`src/rtl/bram_frame_writer_pkg.sv`:
```
// Shared frame geometry, address packing and writer FSM encoding.
// Also imported by the display reader so both sides agree on layout.
package bram_frame_writer_pkg;

  localparam int FRAME_W_DEF = 640;
  localparam int FRAME_H_DEF = 480;
  localparam int X_W = 10;
  localparam int Y_W = 9;
  localparam int ADDR_W = X_W + Y_W;

  typedef enum logic [1:0] {
    ST_IDLE,
    ST_CLEAR,
    ST_WAIT_SOF,
    ST_WRITE
  } state_t;

  function automatic logic [ADDR_W-1:0] pack_addr(
    input logic [X_W-1:0] x,
    input logic [Y_W-1:0] y
  );
    return {y, x};
  endfunction

endpackage

```
`src/rtl/bram_frame_writer_raster.sv`:
```
// Raster position counter: x/y with line wrap, restart and last flag.
// Shared by the clear sweep and the pixel capture path.
module raster_counter
  import bram_frame_writer_pkg::*;
#(
  parameter int FRAME_W = FRAME_W_DEF,
  parameter int FRAME_H = FRAME_H_DEF
) (
  input  logic           clk,
  input  logic           reset,
  input  logic           clr,
  input  logic           sof,
  input  logic           step,
  output logic [X_W-1:0] x,
  output logic [Y_W-1:0] y,
  output logic           last
);

  localparam logic [X_W-1:0] X_MAX = X_W'(FRAME_W - 1);
  localparam logic [Y_W-1:0] Y_MAX = Y_W'(FRAME_H - 1);

  assign last = (x == X_MAX) && (y == Y_MAX);

  // sof restarts at (1,0) because (0,0) is written by the sof pixel itself
  always_ff @(posedge clk or posedge reset) begin
    if (reset) begin
      x <= '0;
      y <= '0;
    end else if (clr) begin
      x <= '0;
      y <= '0;
    end else if (sof) begin
      x <= X_W'(1);
      y <= '0;
    end else if (step) begin
      if (x == X_MAX) begin
        x <= '0;
        y <= (y == Y_MAX) ? '0 : y + Y_W'(1);
      end else begin
        x <= x + X_W'(1);
      end
    end
  end

endmodule

```
`src/rtl/bram_frame_writer.sv`:
```
// Binary frame writer into a 1-bit BRAM: raster capture and zero-fill.
// Write port outputs are registered, one cycle after acceptance.
module bram_frame_writer
  import bram_frame_writer_pkg::*;
#(
  parameter int FRAME_W = FRAME_W_DEF,
  parameter int FRAME_H = FRAME_H_DEF
) (
  input  logic              clk,
  input  logic              reset,
  input  logic              capture,
  input  logic              clear_req,
  input  logic              pix_valid,
  input  logic              pix_data,
  input  logic              pix_sof,
  output logic              pix_ready,
  output logic [ADDR_W-1:0] bram_addr,
  output logic              bram_we,
  output logic              bram_write_data,
  output logic              busy,
  output logic              frame_done,
  output logic              sync_err
);

  state_t state, state_nxt;

  logic [X_W-1:0] x;
  logic [Y_W-1:0] y;
  logic last;
  logic cnt_clr, cnt_sof, cnt_step;
  logic accept;

  logic              we_nxt;
  logic              data_nxt;
  logic              done_nxt;
  logic              err_nxt;
  logic [ADDR_W-1:0] addr_nxt;

  raster_counter #(
    .FRAME_W(FRAME_W),
    .FRAME_H(FRAME_H)
  ) u_raster (
    .clk  (clk),
    .reset(reset),
    .clr  (cnt_clr),
    .sof  (cnt_sof),
    .step (cnt_step),
    .x    (x),
    .y    (y),
    .last (last)
  );

  assign pix_ready = (state == ST_WAIT_SOF) || (state == ST_WRITE);
  assign busy      = (state != ST_IDLE);
  assign accept    = pix_valid && pix_ready;

  always_ff @(posedge clk or posedge reset) begin
    if (reset) state <= ST_IDLE;
    else       state <= state_nxt;
  end

  always_comb begin
    state_nxt = state;
    cnt_clr   = 1'b0;
    cnt_sof   = 1'b0;
    cnt_step  = 1'b0;
    we_nxt    = 1'b0;
    data_nxt  = 1'b0;
    done_nxt  = 1'b0;
    err_nxt   = 1'b0;
    addr_nxt  = pack_addr(x, y);
    unique case (state)
      ST_IDLE: begin
        cnt_clr = 1'b1;
        if (clear_req)    state_nxt = ST_CLEAR;
        else if (capture) state_nxt = ST_WAIT_SOF;
      end
      ST_CLEAR: begin
        we_nxt = 1'b1;
        if (last) begin
          done_nxt  = 1'b1;
          cnt_clr   = 1'b1;
          state_nxt = ST_IDLE;
        end else begin
          cnt_step = 1'b1;
        end
      end
      ST_WAIT_SOF: begin
        if (accept && pix_sof) begin
          we_nxt    = 1'b1;
          data_nxt  = pix_data;
          addr_nxt  = '0;
          cnt_sof   = 1'b1;
          state_nxt = ST_WRITE;
        end
      end
      ST_WRITE: begin
        if (accept) begin
          we_nxt   = 1'b1;
          data_nxt = pix_data;
          if (pix_sof) begin
            err_nxt  = 1'b1;
            addr_nxt = '0;
            cnt_sof  = 1'b1;
          end else if (last) begin
            done_nxt  = 1'b1;
            cnt_clr   = 1'b1;
            state_nxt = ST_IDLE;
          end else begin
            cnt_step = 1'b1;
          end
        end
      end
      default: state_nxt = ST_IDLE;
    endcase
  end

  // address and data hold their last value between writes
  always_ff @(posedge clk or posedge reset) begin
    if (reset) begin
      bram_we         <= 1'b0;
      bram_addr       <= '0;
      bram_write_data <= 1'b0;
      frame_done      <= 1'b0;
      sync_err        <= 1'b0;
    end else begin
      bram_we    <= we_nxt;
      frame_done <= done_nxt;
      sync_err   <= err_nxt;
      if (we_nxt) begin
        bram_addr       <= addr_nxt;
        bram_write_data <= data_nxt;
      end
    end
  end

endmodule

```
`config.mk`:
```
export PLATFORM = sky130hd
export DESIGN_NAME = bram_frame_writer
export DESIGN_NICKNAME = d
export VERILOG_FILES = /design/src/rtl/bram_frame_writer_pkg.sv /design/src/rtl/bram_frame_writer_raster.sv /design/src/rtl/bram_frame_writer.sv
export SDC_FILE = /design/constraint.sdc
export NUM_CORES = 1
export LEC_CHECK = 0
export CAP_MARGIN = 10
export CORE_ASPECT_RATIO = 0.6
export CORE_MARGIN = 5
export CORE_UTILIZATION = 25
export DETAILED_ROUTE_END_ITERATION = 10
export PLACE_DENSITY_LB_ADDON = 0.15
export REMOVE_ABC_BUFFERS = 1
export SYNTH_ARGS = -nofsm -noshare
export SYNTH_HDL_FRONTEND = slang
export SYNTH_SLANG_ARGS = --single-unit
```
`constraint.sdc`:
```
create_clock -name clk -period 2.95 [get_ports clk]
set_clock_uncertainty 0.2 [all_clocks]
set_input_delay 0.59 -clock clk [delete_from_list [all_inputs] [get_ports clk]]
set_output_delay 0.59 -clock clk [all_outputs]
set_load 0.02 [all_outputs]
```
==> Word-level counts from Yosys, hierarchy flattened <==
Cells that the tools add are included.
{ "totals": {"ff_bits": 44, "input_bits": 7, "out_inout_bits": 25, "wordCells": 68} }
{ "op_classes": {"addsub": 2, "eq_ne": 9, "mux": 39, "reduce_logical": 10} }
{ "ops": {"columns": ["cell", "count"], "rows": [
  ["two-way mux 19 bit", 3],
  ["two-way mux 9 bit", 5],
  ["two-way mux 10 bit", 4],
  ["case mux 19 bit (2 select lines)", 1],
  ["two-way mux 1 bit", 13],
  ["two-way mux 2 bit", 6],
  ["adder 10 x 1 -> 10 bit, second input constant", 1],
  ["== test 10 bit, second input constant", 1],
  ["adder 9 x 1 -> 9 bit, second input constant", 1],
  ["== test 9 bit, second input constant", 1],
  ["case mux 1 bit (2 select lines)", 4],
  ["case mux 2 bit (4 select lines)", 1],
  ["case mux 1 bit (3 select lines)", 2],
  ["nonzero test 3 bit", 2],
  ["== test 2 bit, second input constant", 2],
  ["!= test 2 bit, second input constant", 2],
  ["AND reduction 4 bit", 1],
  ["logical AND 1 bit", 3],
  ["!= test 3 bit, second input constant", 1],
  ["== test 2 x 1 -> 1 bit, second input constant", 1],
  ["logical NOT 2 bit", 1],
  ["!= test 2 x 1 -> 1 bit, second input constant", 1],
  ["AND reduction 2 bit", 1],
  ["nonzero test 2 bit", 1],
  ["logical OR 1 bit", 1]
]} }

==> Logic depth before layout (Yosys ltp) <==
Gate-level depths: netlist of the first run.
{ "depth": {"ltp_word": 9, "depth_mapped": 7, "ltp_nobuf": 5} }

==> Modules after synthesis <==
A second synthesis of the first run with hierarchy kept.
{ "unflattened": {"hier_cells": 242, "area_unflattened_um2": 2321.0} }
{ "by_module_without_submodules": {"columns": ["module", "n_inst", "cells_per_inst", "area_per_inst_um2", "seq_area_each_um2"], "rows": [
  ["bram_frame_writer", 1, 132, 1252.5, 625.6],
  ["raster_counter", 1, 110, 1068.5, 475.5]
]} }

==> Worst setup path after synthesis of the first run <==
Ideal clock, no wire load.
{ "synth_timing": {"path_type": "in2reg", "from": "input pix_valid", "to": "register u_raster.y[1]", "setup_ns": 0.120, "arrival_ns": 1.633, "required_time_ns": 2.630, "path_slack_ns": 0.996, "path_stages": 6, "path_buffers": 2, "cell_sequence": "clkbuf_2 a21boi_2 nand4b_4 buf_2 nand2_2 a41o_1"} }
{ "synth_between": {"elab_chain_len": 6, "elab_cells_between_ends": 14, "cone_classes": "mux (9); reduce/logical (5)"} }
{ "synth_rtl": {"columns": ["item", "line", "source"], "rows": [
  ["start, declared", "bram_frame_writer.sv:13", "input logic pix_valid,"],
  ["logical AND 1 bit (*)", "bram_frame_writer.sv:55", "assign accept = pix_valid && pix_ready;"],
  ["logical AND 1 bit", "bram_frame_writer.sv:89", "if (accept && pix_sof) begin"],
  ["two-way mux 1 bit", "bram_frame_writer.sv:89", null],
  ["case mux 1 bit (2 select lines)", "bram_frame_writer.sv:72", "unique case (state)"],
  ["nonzero test 3 bit (no source line) or two-way mux 9 bit (tied branches)", null, null],
  ["AND reduction 2 bit (no source line) or two-way mux 9 bit (tied branches)", null, null],
  ["end signal, assigned", "bram_frame_writer_raster.sv:38", "y <= (y == Y_MAX) ? '0 : y + Y_W'(1);"],
  ["end, declared", "bram_frame_writer_raster.sv:15", "output logic [Y_W-1:0] y,"]
]} }
Every way passes the cells marked *; elsewhere a longest branch is shown, timed or not.
A chain may end at the register's enable or synchronous reset.

==> Worst setup path after layout of the first run <==
{ "layout_timing": {"from": "register state[0]", "to": "output busy"} }
{ "layout_between": {"elab_chain_len": 1} }
{ "layout_rtl": {"columns": ["item", "line", "source"], "rows": [
  ["start, declared", "bram_frame_writer.sv:25", "state_t state, state_nxt;"],
  ["start signal, assigned", "bram_frame_writer.sv:59", "else state <= state_nxt;"],
  ["nonzero test 2 bit", "bram_frame_writer.sv:54", "assign busy = (state != ST_IDLE);"],
  ["end, declared", "bram_frame_writer.sv:20", "output logic busy,"]
]} }
No other way between the ends.

==> flow_metrics.py, run 1 <==
metrics = {
    "sta": {
        "relSlewSlack_pct": 56.1,
        "maxSlewViolCount": 0,
        "fmax_mhz": 409,
        "min_period_ns": 2.45,
        "timing_hold_violations_final": 0,
        "post-route-period-util_pct": 82.9,
        "setup_viol": 0,
        "grt_setup_unrepaired": "false",
        "fin_tns_setup_ns": 0,
        "finalWorstSetupSlack_ns": 0.504,
        "tightest_slew_ns": 0.651,
        "holdWs_ns": 0.275,
    },
    "global_route": {
        "grt_pass1_vias": 1729,
        "antenna_found_initial": 0,
        "overflow": 0,
        "grt_max_degree": 45,
        "grt_use_total_pct": 11.1,
        "grt_pass1_wl_um": 9150,
    },
    "detailed_routing": {
        "routed_wl_um": 5330,
        "via_count": 1761,
        "wl_met1_um": 3140,
        "top_layer": "met4",
        "met3_length_um": 335,
        "first_pass_iters": 4,
        "post_drt_wl_per_cell_um": 14.2,
        "ant_nets": 0,
        "wl_met2_um": 1840,
        "avgViaCountPerCell": 4.68,
        "drc": 0,
        "drt_iter0_drc": 99,
    },
    "logic_synthesis": {
        "synthTopCellsByCount": "48 x nand2_1, 44 x dfrtp_1, 26 x o21ai_0, 14 x a21oi_1, 11 x inv_1",
        "avgSynthCellArea_um2": 9.18,
        "synth_cell_types": 41,
        "synth_top_area_cell": "dfrtp_1",
        "async_flop_share_pct": 100,
        "synth_top_cell_area_share_pct": 51.5,
        "netlist_area_um2": 2140,
        "synth_warnings": 0,
        "synth_flop_cell": "dfrtp_1",
        "synth_edf_count": 0,
        "ys_ff_latch": 44,
        "synth.area.top_cells": "dfrtp_1 51%, nand2_1 8.4%, o21ai_0 6.1%, a21oi_1 3.3%, xnor2_1 2.5%",
        "yosysSeqAreaShare_pct": 51.5,
        "yosysMostFrequentCell": "nand2_1",
        "syn_inst": 233,
    },
    "layout": {
        "design_area_um2": 2750,
        "drive_above_1_share_pct": 8.71,
        "nets": 272,
        "utilization_pct": 32.7,
        "n_antenna_cell": 0,
        "area_growth_pct": 28.6,
        "multi_input_area_um2": 938,
        "seqCellArea_um2": 1100,
        "fillerInstances": 879,
    },
    "floorplan": {
        "io_pins": 32,
        "rows": 26,
        "die_area_um2": 10600,
        "core-area_um2": 8430,
        "initial_utilization_pct": 25.4,
        "die_x_um": 129,
        "die_y_um": 81.7,
    },
    "worst_setup_path": {
        "setup.worst_path.start_class": "register",
        "crit_type": "register to primary output",
        "crit_path_end_kind": "primary output",
        "arrival_ns": 1.66,
        "worstPathRequired_ns": 2.16,
        "critPathMaxFanout": 10,
    },
    "run": {
        "cap_violations": 0,
    },
    "pwr": {
        "p_per_area_nw_per_um2": 650,
        "leakage_nw": 1.13,
        "peakVddDrop_mv": 0.348,
    },
    "place": {
        "dpl.hpwl_um": 3610,
        "place_area_um2": 2570,
        "dp_slack_ns": 0.346,
        "port-buffer-count": 31,
        "gp_congestion": 0.806,
    },
    "cts": {
        "cts.sinks": 44,
        "clkSlewWorstSetupHoldPaths_ns": 0.07,
        "cts_resized": 0,
        "clock_latency_ns": 0.28,
        "htree_levels": 2,
        "clock-root-buffer": "clkbuf_16",
        "cts_buffer_depth": 2,
        "cts_tree": "yes",
        "ctsHoldBuffers": 0,
        "cts_buffers": 5,
        "post_cts.repair.setup_buffers": 0,
    },
    "hold_path": {
        "hold_class": "register to register",
    },
    "outcome": {
        "outcome": "finished, final reports clean",
    },
}
cells in the final DEF, fill, tap and decap left out, drive strengths merged, types with 7 or more instances in the layout:
| cell type | n |
|---|---|
| nand2 | 49 |
| dfrtp | 44 |
| clkdlybuf4s50 | 31 |
| o21ai | 27 |
| a21oi | 14 |
| inv | 11 |
| nand3 | 9 |
| nor2 | 9 |
| clkbuf | 7 |
kinds of logic (layout without fill, tap and decap cells):
kind of cell	after synthesis	after routing	synth area share (%)
xor+xnor	6	6	2.46
fa+ha+maj	2	2	1.17
buf+inv	24	55	4.68
compound gates	63	63	18.3
simple gates	94	94	21.9
flops	44	44	51.5
flip-flops by register name, summed over array words and instances, names as in the netlist:
| register | count |
|---|---|
| bram_we | 1 |
| u_raster.x | 10 |
| u_raster.y | 9 |
| state | 2 |
| frame_done | 1 |
| bram_addr | 19 |
| sync_err | 1 |
| bram_write_data | 1 |
metrics by stage:
step / power, W / cells
after floorplan: 0.000955 / 220
after global placement: 0.00112 / 368
after detailed placement: 0.00112 / 368
after CTS: 0.00181 / 376
after global routing: 0.00190 / 376
final: 0.00179 / 376
path summary, 6_finish.rpt:
check / start / to / slack (ns) / depth (start not counted)
max in group asynchronous: reset / u_raster.y[4] / 1.58 / 3
worst min-delay path: bram_addr[9] / bram_addr[9] / 0.27 / 2
worst min register to register: bram_addr[9] / bram_addr[9] / 0.27 / 2
worst max-delay path: state[0] / busy / 0.50 / 3
min in group asynchronous: reset / bram_addr[9] / 0.57 / 3
worst max register to register: state[1] / u_raster.y[8] / 0.82 / 5
routing by layer:
layer	track usage, %	up-vias
met5	0	-
met1	18.2	818
met4	2.59	0
li1	-	888
met2	13.3	53
met3	3.44	2
area by class of cell:
cell class                      instances  share of cell area [%]
Multi-Input combinational cell        165                    34.1
Inverter                               11                    1.50
Clock inverter                          1                    1.09
Timing Repair Buffer                   36                    12.6
Tap cell                              112                    5.09
Sequential cell                        44                    40.0
Clock buffer                            7                    5.55
critical path, stage by stage (launching register included):
cell             delay, ns
dfrtp_1               0.55
nor2_1                0.12
inv_1                 0.10
clkdlybuf4s50_1       0.61
report_power, final:
part / total, W / leakage (nW) / switching (W) / internal [W]
combinational: 0.000356 / 0.451 / 0.000205 / 0.000152
clock: 0.000681 / 0.0901 / 0.000235 / 0.000446
sequential: 0.000750 / 0.592 / 0.0000777 / 0.000672
No activity file was read; power rests on OpenSTA's default activity.
==> inputs of run 2 (changes only) <==
clock period = 2.07 ns   (was 2.95 ns; I/O delays follow)
==> flow_metrics.py, run 2 (same netlist as run 1, synthesis figures left out) <==
metrics = {
    "detailed_routing": {
        "avgViaCountPerCell": 4.56,
        "wl_met1_um": 3200,
        "drc": 0,
        "via_count": 1829,
        "first_pass_iters": 4,
        "post_drt_wl_per_cell_um": 13.7,
        "met3_length_um": 346,
        "ant_nets": 0,
        "drt_iter0_drc": 167,
        "wl_met2_um": 1910,
        "top_layer": "met4",
        "routed_wl_um": 5470,
    },
    "worst_setup_path": {
        "max_stage_delay_ns": 0.59,
        "critPathLaunch": "pix_valid",
        "rr_worst_depth": 4,
        "arrival_ns": 1.96,
        "r2r-end": "u_raster.y[6]",
        "path_cells": "clkdlybuf4s50_1 > a21boi_2 > nand4b_4 > buf_4 > a311o_1 > a21oi_1",
        "crit_type": "input port to register",
        "setup.worst_path.start_class": "input port",
        "critPathCapture": "u_raster.y[0]",
        "worstPathRequired_ns": 2.07,
        "crit_path_end_kind": "register",
        "slowest_stage": "clkdlybuf4s50_1",
        "critPathMaxFanout": 10,
        "r2r_slack_ns": 0.18,
        "r2r-start": "u_raster.x[7]",
    },
    "pwr": {
        "p_sw_share_pct": 29.6,
        "combPwrFrac_pct": 25.2,
        "switchingPower_w": 0.000736,
        "p_seq_share_pct": 41.7,
        "leakage_nw": 1.26,
        "peakVddDrop_mv": 0.381,
        "clockPowerShare_pct": 33.2,
        "p_per_area_nw_per_um2": 844,
        "p_int_w": 0.00175,
    },
    "sta": {
        "setup_viol": 0,
        "relSlewSlack_pct": 61.7,
        "tightest_slew_ns": 0.568,
        "timing_hold_violations_final": 0,
        "fin_tns_setup_ns": 0,
        "finalWorstSetupSlack_ns": 0.117,
        "fmax_mhz": 512,
        "grt_setup_unrepaired": "false",
        "maxSlewViolCount": 0,
        "min_period_ns": 1.95,
        "post-route-period-util_pct": 94.4,
    },
    "place": {
        "gp_congestion": 0.831,
        "dpl.hpwl_um": 3930,
        "dp_slack_ns": -0.316,
        "port-buffer-count": 31,
    },
    "cts": {
        "cts.sinks": 44,
        "clkSlewWorstSetupHoldPaths_ns": 0.06,
        "htree_levels": 2,
        "cts_buffer_depth": 2,
        "clock-root-buffer": "clkbuf_16",
        "cts_buffers": 5,
        "clock_latency_ns": 0.28,
        "post_cts.repair.setup_buffers": 0,
        "cts_tree": "yes",
    },
    "layout": {
        "top_register": "bram_addr",
        "final_common_cell": "nand2_1",
        "area_growth_pct": 37.7,
        "nets": 298,
        "largest_register_ffs": 19,
        "n_antenna_cell": 0,
        "mostFrequentLayoutCells": "48 x nand2_1, 44 x dfrtp_1, 29 x clkdlybuf4s50_1, 29 x buf_4, 26 x o21ai_0",
        "reg_top3": "bram_addr x19, u_raster.x x10, u_raster.y x9",
        "drive_above_1_share_pct": 17.0,
    },
    "floorplan": {
        "initial_utilization_pct": 25.4,
        "die_area_um2": 10600,
        "io_pins": 32,
        "core-area_um2": 8430,
        "die_x_um": 129,
        "rows": 26,
        "die_y_um": 81.7,
    },
    "global_route": {
        "grt_use_total_pct": 11.3,
        "grt_max_degree": 40,
        "grt_pass1_vias": 1738,
        "antenna_found_initial": 0,
        "grt_pass1_wl_um": 9320,
        "overflow": 0,
    },
    "hold_path": {
        "hold_class": "input port to async pin",
    },
    "run": {
        "cap_violations": 0,
    },
    "outcome": {
        "outcome": "finished, final reports clean",
    },
}
==> run 2: cell count changes in the layout (fill, tap and decap cells not counted) <==
cell,delta
buf_4,+24
buf_12,+2
clkdlybuf4s50_1,-2
dlygate4sd2_1,+2
a2111oi_0,-1
a2111oi_2,+1
bufinv_16,-1
==> run 2: worst min path at each step <==
stage / endpoint / slack, ns / from / cells past startpoint
floorplan: bram_addr[9] / 0.32 / u_raster.x[9] / 2
global placement: bram_addr[12] / 0.26 / bram_addr[12] / 2
detailed placement: bram_addr[8] / 0.27 / bram_addr[8] / 2
CTS: bram_addr[6] / 0.19 / reset / 2
global route: bram_addr[6] / 0.20 / reset / 2
finish: bram_addr[6] / 0.18 / reset / 2
==> run 2: power groups by stage <==
| stage | logic, W | clock network [W] | registers [W] |
|---|---|---|---|
| 2_1_floorplan | 0.000242 | 0 | 0.00112 |
| 3_3_place_gp | 0.000633 | 0 | 0.00105 |
| 3_5_place_dp | 0.000634 | 0 | 0.00105 |
| 4_1_cts | 0.000635 | 0.000855 | 0.00104 |
| 5_1_grt | 0.000697 | 0.000898 | 0.00105 |
| 6_report | 0.000625 | 0.000824 | 0.00104 |
==> run 2: cell type report <==
| class | instances | area (um2) |
|---|---|---|
| clock buffers | 7 | 153 |
| fillers | 884 | 5480 |
| inverters | 11 | 41.3 |
| multi-input cells | 165 | 945 |
| flip-flops and latches | 44 | 1100 |
| well taps | 112 | 140 |
| repair buffers | 62 | 566 |
==> run 2: worst max-delay path, delay by kind of cell <==
kind | cells | cell delay (ns)
AOI/OAI and AO/OA | 3 | 0.56
buffers and inverters | 2 | 0.78
and+or+nand+nor | 1 | 0.19
==> run 2: metrics by stage <==
step	total power [W]	cells	utilization (%)	area (um2)	hold slack [ns]
after detailed placement	0.00168	394	33.1	2790	0.269
after floorplan	0.00136	220	-	2080	0.319
after CTS	0.00253	401	34.9	2940	0.190
after global placement	0.00168	394	33.1	2790	0.260
final	0.00248	401	35.0	2950	0.183
after global routing	0.00264	401	35.0	2950	0.200
==> run 2: per-layer routing <==
metal / up-vias / global-route usage (%)
met5: - / 0
met2: 48 / 13.8
met4: 0 / 1.87
li1: 931 / -
met3: 2 / 3.38
met1: 848 / 18.7
==> run 2: repair_timing <==
item / in CTS / in global routing
resized for setup: 3 / 1
pin swaps: 0 / 0
hold endpoints to repair: 0 / 0
setup endpoints to repair: 3 / 1
hold buffers: 0 / 0
